## src/rtl/bcd_down_counter.sv

```systemverilog
// Multi-digit BCD countdown timer with clamped preset load, digit borrow and terminal-count pulse.
// Define BCD_DOWN_AUTORELOAD_EN to reload the preset at terminal count instead of stopping.
module bcd_down_counter #(
    parameter int unsigned DIGITS = 4
) (
    input  logic                  clk,
    input  logic                  reset_n,
    input  logic                  load,
    input  logic [4*DIGITS-1:0]   load_val,
    input  logic                  start,
    input  logic                  en,
    output logic [4*DIGITS-1:0]   q,
    output logic                  running,
    output logic                  done,
    output logic                  tc
);

    localparam int unsigned W = 4 * DIGITS;
    localparam logic [W-1:0] ONE = W'(1);

    typedef enum logic [1:0] {
        S_IDLE = 2'd0,
        S_RUN  = 2'd1,
        S_DONE = 2'd2
    } state_t;

    state_t         state_q, state_d;
    logic [W-1:0]   q_q, q_d;
    logic           tc_q, tc_d;
`ifdef BCD_DOWN_AUTORELOAD_EN
    logic [W-1:0]   reload_q, reload_d;
`endif

    // Force any non-decimal digit to 9.
    function automatic logic [W-1:0] bcd_clamp(input logic [W-1:0] v);
        logic [W-1:0] r;
        r = v;
        for (int unsigned i = 0; i < DIGITS; i++) begin
            if (v[4*i +: 4] > 4'd9) r[4*i +: 4] = 4'd9;
        end
        return r;
    endfunction

    // Ripple-borrow decrement: a 0 digit becomes 9 and passes the borrow on.
    function automatic logic [W-1:0] bcd_dec(input logic [W-1:0] v);
        logic [W-1:0] r;
        logic         borrow;
        r      = v;
        borrow = 1'b1;
        for (int unsigned i = 0; i < DIGITS; i++) begin
            if (borrow) begin
                if (v[4*i +: 4] == 4'd0) begin
                    r[4*i +: 4] = 4'd9;
                end else begin
                    r[4*i +: 4] = v[4*i +: 4] - 4'd1;
                    borrow      = 1'b0;
                end
            end
        end
        return r;
    endfunction

    always_ff @(posedge clk or negedge reset_n) begin
        if (!reset_n) begin
            state_q  <= S_IDLE;
            q_q      <= '0;
            tc_q     <= 1'b0;
`ifdef BCD_DOWN_AUTORELOAD_EN
            reload_q <= '0;
`endif
        end else begin
            state_q  <= state_d;
            q_q      <= q_d;
            tc_q     <= tc_d;
`ifdef BCD_DOWN_AUTORELOAD_EN
            reload_q <= reload_d;
`endif
        end
    end

    // Command priority: load, then start (outside RUN), then en (in RUN).
    always_comb begin
        state_d  = state_q;
        q_d      = q_q;
        tc_d     = 1'b0;
`ifdef BCD_DOWN_AUTORELOAD_EN
        reload_d = reload_q;
`endif
        if (load) begin
            q_d     = bcd_clamp(load_val);
            state_d = S_IDLE;
`ifdef BCD_DOWN_AUTORELOAD_EN
            reload_d = bcd_clamp(load_val);
`endif
        end else if (start && (state_q != S_RUN)) begin
            if (q_q != '0) begin
                state_d = S_RUN;
            end else begin
                state_d = S_DONE;
                tc_d    = 1'b1;
            end
        end else if ((state_q == S_RUN) && en) begin
            if (q_q == ONE) begin
`ifdef BCD_DOWN_AUTORELOAD_EN
                q_d     = reload_q;
`else
                q_d     = '0;
                state_d = S_DONE;
`endif
                tc_d    = 1'b1;
            end else if (q_q != '0) begin
                q_d = bcd_dec(q_q);
            end
        end
    end

    assign q       = q_q;
    assign tc      = tc_q;
    assign running = (state_q == S_RUN);
    assign done    = (state_q == S_DONE);

endmodule

```

## config.mk

```make
export PLATFORM = sky130hd
export DESIGN_NAME = bcd_down_counter
export DESIGN_NICKNAME = d
export VERILOG_FILES = /design/src/rtl/bcd_down_counter.sv
export SDC_FILE = /design/constraint.sdc
export NUM_CORES = 1
export LEC_CHECK = 0
export CAP_MARGIN = 10
export CELL_PAD_IN_SITES_DETAIL_PLACEMENT = 2
export CELL_PAD_IN_SITES_GLOBAL_PLACEMENT = 2
export CORE_UTILIZATION = 30
export CTS_BUF_LIST = sky130_fd_sc_hd__clkbuf_8
export CTS_CLUSTER_SIZE = 16
export DETAILED_ROUTE_END_ITERATION = 10
export PLACE_DENSITY = 0.9
export RECOVER_POWER = 50
export REMOVE_ABC_BUFFERS = 1
export SKIP_CTS_REPAIR_TIMING = 1
export SYNTH_ARGS = -nofsm -noshare
export SYNTH_HDL_FRONTEND = slang
export SYNTH_SLANG_ARGS = --single-unit
```

## constraint.sdc

```tcl
create_clock -name clk -period 3.2 [get_ports clk]
set_input_delay 0.64 -clock clk [delete_from_list [all_inputs] [get_ports clk]]
set_output_delay 0.64 -clock clk [all_outputs]
set_load 0.01 [all_outputs]
```

* After elaboration in Yosys (flattened, before gate mapping)
Index checks and enable logic that the tools add are counted.
** Operators by class
- Bitwise operators :: 0
- $add $sub $neg :: 4
- Multiplexer cells :: 46
- Shifts and indexed selects :: 0
- Reductions and logical operators :: 19
- Equal/unequal tests :: 5
- Div/mod/pow operators :: 0
- $lt $le $gt $ge :: 4
- Multipliers :: 0
** Operators with widths (number)
- two-way mux 16 bit :: 5
- two-way mux 4 bit :: 11
- two-way mux 1 bit :: 25
- nonzero test 3 bit :: 6
- == test 16 x 1 -> 1 bit (second input constant) :: 1
- > comparator 4 bit (second input constant) :: 4
- zero test 4 bit :: 4
- nonzero test 16 bit :: 1
- subtractor 4 x 1 -> 4 bit (second input constant) :: 4
- AND reduction 4 bit :: 3
- two-way mux 2 bit :: 5
- AND reduction 3 bit :: 1
- == test 2 x 1 -> 1 bit (second input constant) :: 1
- == test 2 bit (second input constant) :: 1
- logical AND 1 bit :: 2
- inequality test 2 x 1 -> 1 bit (second input constant) :: 1
- inequality test 2 bit (second input constant) :: 1
- AND reduction 2 bit :: 1
- nonzero test 2 bit :: 1
** Storage, ports and cells
- Memory bits (read-only) :: 0
- Memories kept :: 0
- Memory bits (writable) :: 0
- Latch bits :: 0
- Output and inout port bits :: 19
- Word-level logic and storage cells :: 84
- Register bits after elaboration :: 19

* Logic depth before layout (Yosys ltp)
- Depth after elaboration :: 25
- Mapped depth :: 8
- Gate-level depth less buffers :: 7

* Worst setup path after synthesis
No wires, ideal clock.
- Path type :: register to register
- From :: register q_q[4] (netlist: q[4])
- To :: register q_q[4] (netlist: q[4])
- Slack :: 1113 ps
- Stages on the path, launching flop included :: 9
- Required time :: 3072 ps
- Arrival time :: 1959 ps
- Buffers on the path :: 1
- Path through :: dfrtp_1 > inv_1 > ha_1 > nor3b_4 > and4_1 > buf_4 > a21oi_2 > o21ai_4 > mux2_1
** On the way
- Longest elaborated chain between the ends :: 8
- Elaborated cells on any way between the ends :: 14
- Classes of those cells :: add/sub: 1; eq/ne: 1; mux: 7; reduce/logical: 5
** Ends and longest elaborated chain
- start, declared :: RTL line 28 : logic [W-1:0] q_q, q_d;
- start signal, assigned :: RTL line 73 : q_q <= q_d;
- subtractor 4 x 1 -> 4 bit or zero test 4 bit (tied branches) :: RTL line 55, 52
- two-way mux 4 bit :: RTL line 52 : if (v[4*i +: 4] == 4'd0) begin
- two-way mux 4 bit :: RTL line 51 : if (borrow) begin
- two-way mux 16 bit :: RTL line 111 : end else if (q_q != '0) begin
- two-way mux 16 bit :: RTL line 103 : if (q_q == ONE) begin
- two-way mux 16 bit :: RTL line 102 : end else if ((state_q == S_RUN) && en) begin
- two-way mux 16 bit :: RTL line 95 : end else if (start && (state_q != S_RUN)) begin
- two-way mux 16 bit :: RTL line 89 : if (load) begin
Several ways; a longest one is shown, not always the timed one. The select of a mux whose other input is x is not followed.
A chain may end at the register's enable or synchronous reset.

* Worst setup path in the final report
- From :: register q_q[8] (netlist: q[8])
- To :: register q_q[4] (netlist: q[4])
** On the way
- Longest elaborated chain between the ends :: 5
- Elaborated cells on any way between the ends :: 9
- Classes of those cells :: eq/ne: 1; mux: 4; reduce/logical: 4
** Ends and longest elaborated chain (RTL line)
- == test 16 x 1 -> 1 bit :: 103
- two-way mux 16 bit :: 103
- two-way mux 16 bit :: 102
- two-way mux 16 bit :: 95
- two-way mux 16 bit :: 89
Several ways; a longest one is shown, not always the timed one. The select of a mux whose other input is x is not followed.

==> impl_metrics.csv <==
group,metric,value,unit
run_status,run_status,"finished clean",
cells_and_area,seqCellArea,475,um2
critical_path,cp-startpoint,"q[8]",
detailed_routing,detail_route.vias_per_cell,5.51,
cells_and_area,antenna_cells_inserted,0,
critical_path,setup.worst_path.end_class,"flop",
logic_synthesis,yosys_register_bits,19,
pwr,total_leakage_power,0.807,nW
critical_path,worstSetupStartpointType,"flop",
detailed_routing,detailed_route_via_count,1406,
die,floorplan.initialDensity,31.1,%
die,floorplan.die_area,5150,um2
critical_path,critical_path_peak_fanout,9,
logic_synthesis,async_flop_share,100,%
logic_synthesis,yosys_warnings,0,
cts,worst_setup_hold_path_clk_slew,80,ps
logic_synthesis,post_synth_mux_area_share,5.57,%
worst_hold_path,hold_path.startpoint,"state_q[0]",
logic_synthesis,yosys.cell_types.count,49,
logic_synthesis,post_synth_fa_ha_maj_area_fraction,6.86,%
worst_hold_path,hold_path_class,"reg2reg",
pwr,comb_power_share,38.7,%
grt,grt_first_pass_wirelength,7420,um
detailed_routing,totalWireLength,4510,um
cts,numClockSinks,19,
critical_path,r2r_setup_slack,850,ps
logic_synthesis,simple_gate_fraction_of_synth_area,20.9,%
timing,period_share,73.4,%
critical_path,criticalPathCategory,"reg2reg",
cts,clockBufferDepth,2,
pwr,switching_share,36.2,%
cts,cts.htree.levels,1,
timing,drv_slew,0,
detailed_routing,avgRoutedWirePerCell,17.7,um
logic_synthesis,synth_top_family_by_area,"compound AO/OA/AOI/OAI gates",
placed_design,detailedPlacementHpwl,3420,um
logic_synthesis,synth_top_area_share,32.6,%
cells_and_area,area_of_the_multi_input_gates,901,um2
grt,grt_start_max_net_pins,20,
timing,final_hold_viol_count,0,
placed_design,port_buffers,39,
logic_synthesis,ys_seq_area_share,32.6,%
cts,tritoncts,"built",
pwr,power-per-cell-area,409,nW/um2
worst_hold_path,min_delay_path_depth,2,
critical_path,worstReg2RegEnd,"q[4]",
die,dieHeight,71.7,um
timing,finalClockSkew,7.34,ps
pwr,max-vdd-ir-drop,171,uV
cts,worstSkewPairLatency,260,ps
cells_and_area,area_growth,34.0,%
logic_synthesis,netlist_area,1460,um2
logic_synthesis,yosys_top_cell_by_area,"dfrtp_1",
pwr,cellInternalPower,0.510,mW
timing,setup_repair_after_global_routing_missed_its_margin,"no",
pwr,share_clk_of_total_power,21.7,%
logic_synthesis,synthXorXnorAreaFrac,0,%
worst_hold_path,timing.hold.worst_endpoint,"state_q[0]",
grt,globalRouteOverflowTotal,0,
timing,max-slew-margin-rel,36.5,%
logic_synthesis,count_leader_synth,"dfrtp_1",
grt,grt_usage,18.7,%
detailed_routing,drc,0,
logic_synthesis,yosys-top-cells-area,"dfrtp_1, ha_1, nor3b_4, a21oi_1, mux2i_1",
die,fp-row-count,25,
detailed_routing,1st_iter_drt_viols,30,
flow_run,max_cap_violations,0,
timing,max_clock_freq,426,MHz
timing,final_period_minus_worst_setup_slack,2350,ps
logic_synthesis,post_synth_inst_count,161,
timing,setup_violations,0,
detailed_routing,ant_nets,0,
cts,clockRootBuffer,"clkbuf_8",
cells_and_area,postLayoutCoreUtil,41.7,%
critical_path,r2r_cells,7,
logic_synthesis,netlist_top_cells_count,"dfrtp_1, inv_1, nor2_1, a21oi_1, nand2_1",
cells_and_area,fillCellCount,536,
die,boundaryPins,40,
logic_synthesis,number_of_flops_mapped_to_enable_cells_by_yosys,0,
cells_and_area,nets,231,
critical_path,regToRegStartpoint,"q[8]",
critical_path,crit_arrival,2490,ps
die,die_x,71.7,um
cells_and_area,drive_gt1_share,8.46,%
timing,final.setup.tns,0,ps
pwr,pwr-share-seq,39.6,%
logic_synthesis,postSynthAreaPerCell,9.06,um2
logic_synthesis,synth-compound-area-share,28.4,%
pwr,total_switching_power,0.290,mW
grt,grt_antenna_before_repair,0,
die,design.core.area,4690,um2
critical_path,critical_path_required,3340,ps
grt,via_count_of_the_first_global_routing_pass,1473,
cts,cts_buffers,3,
logic_synthesis,synth_ff_type,"dfrtp_1",
detailed_routing,dr.pass1.iters,4,
placed_design,gp_congestion,0.775,
timing,timing_worst_slew_pin_value,949,ps
-- layout by cell type, fill, tap and decap left out, types with 2 or more instances in the layout --
master and count:
nor2_1 15, nand2_1 10, o21ai_0 6, inv_1 17, a22oi_1 4, a21oi_2 4, and3b_1 2, ha_1 8
o31ai_1 5, or3b_1 2, nor3_1 4, o311ai_1 2, clkdlybuf4s50_1 29, clkbuf_8 3, nand3_1 4, dfrtp_1 19
dlygate4sd3_1 10, mux2i_1 7, buf_4 2, a21oi_1 14, nor3b_4 4
-- registers in the layout, summed over array words and instances (netlist names) --
signal   flops
tc           1
state_q      2
q           16
-- area by class of cell --
type                       count  share of cell area, %
clock inverter                 1                  0.192
sequential                    19                   24.3
inverter                      16                   3.07
timing repair buffer          41                   20.7
multi-input combinational    121                   46.1
clock buffer                   3                   2.11
tap                           54                   3.46
-- how the worst max path moves through the flow --
stage                       end  slack (ps)  depth (start not counted)
after floorplan            q[4]        1080                          7
after global placement    q[12]         840                          6
after detailed placement   q[0]         810                          5
after CTS                  q[8]         840                          7
after global routing       q[8]         710                          7
final                      q[4]         850                          7
-- critical path, cell delays in order, from the launching register on --
cell	delay (ps)
dfrtp_1	430
inv_1	120
ha_1	190
nor3b_4	390
and4_1	470
a21oi_2	80
o21ai_4	190
mux2_1	350
-- per-stage QoR --
stage               worst slack, ps  hold slack [ps]  instance area, um2  std cells  total power [mW]
CTS                             839              592                1950        255             0.823
detailed placement              807              572                1910        251             0.639
finish                          853              588                1950        255             0.800
floorplan                      1080              344                1440        156             0.483
global route                    708              626                1950        255             0.855
global placement                835              555                1910        251             0.627
-- routing by layer --
| layer | share of wire [%] | vias to the layer above | GRT usage [%] |
|---|---|---|---|
| li1 | - | 687 | - |
| met1 | 47 | 689 | 24.9 |
| met2 | 51 | 26 | 32.5 |
| met3 | 1.8 | 4 | 1.41 |
| met4 | 0.97 | 0 | 5.23 |
| met5 | 0 | - | 0 |
-- power groups by stage --
stage	clock network [mW]	registers (mW)	logic, mW
floorplan	0	0.328	0.155
global placement	0	0.321	0.307
detailed placement	0	0.323	0.316
CTS	0.184	0.319	0.321
global route	0.188	0.324	0.344
finish	0.173	0.317	0.310
-- cell families (layout without fill, tap and decap cells) --
logic type	after synthesis	after routing
DFF	19	19
AOI/OAI and AO/OA	57	57
and+or+nand+nor	48	48
muxes	8	8
buffers and inverters	21	61
adders and majority gates	8	8
Note: power is estimated with default switching activity, not from simulation.
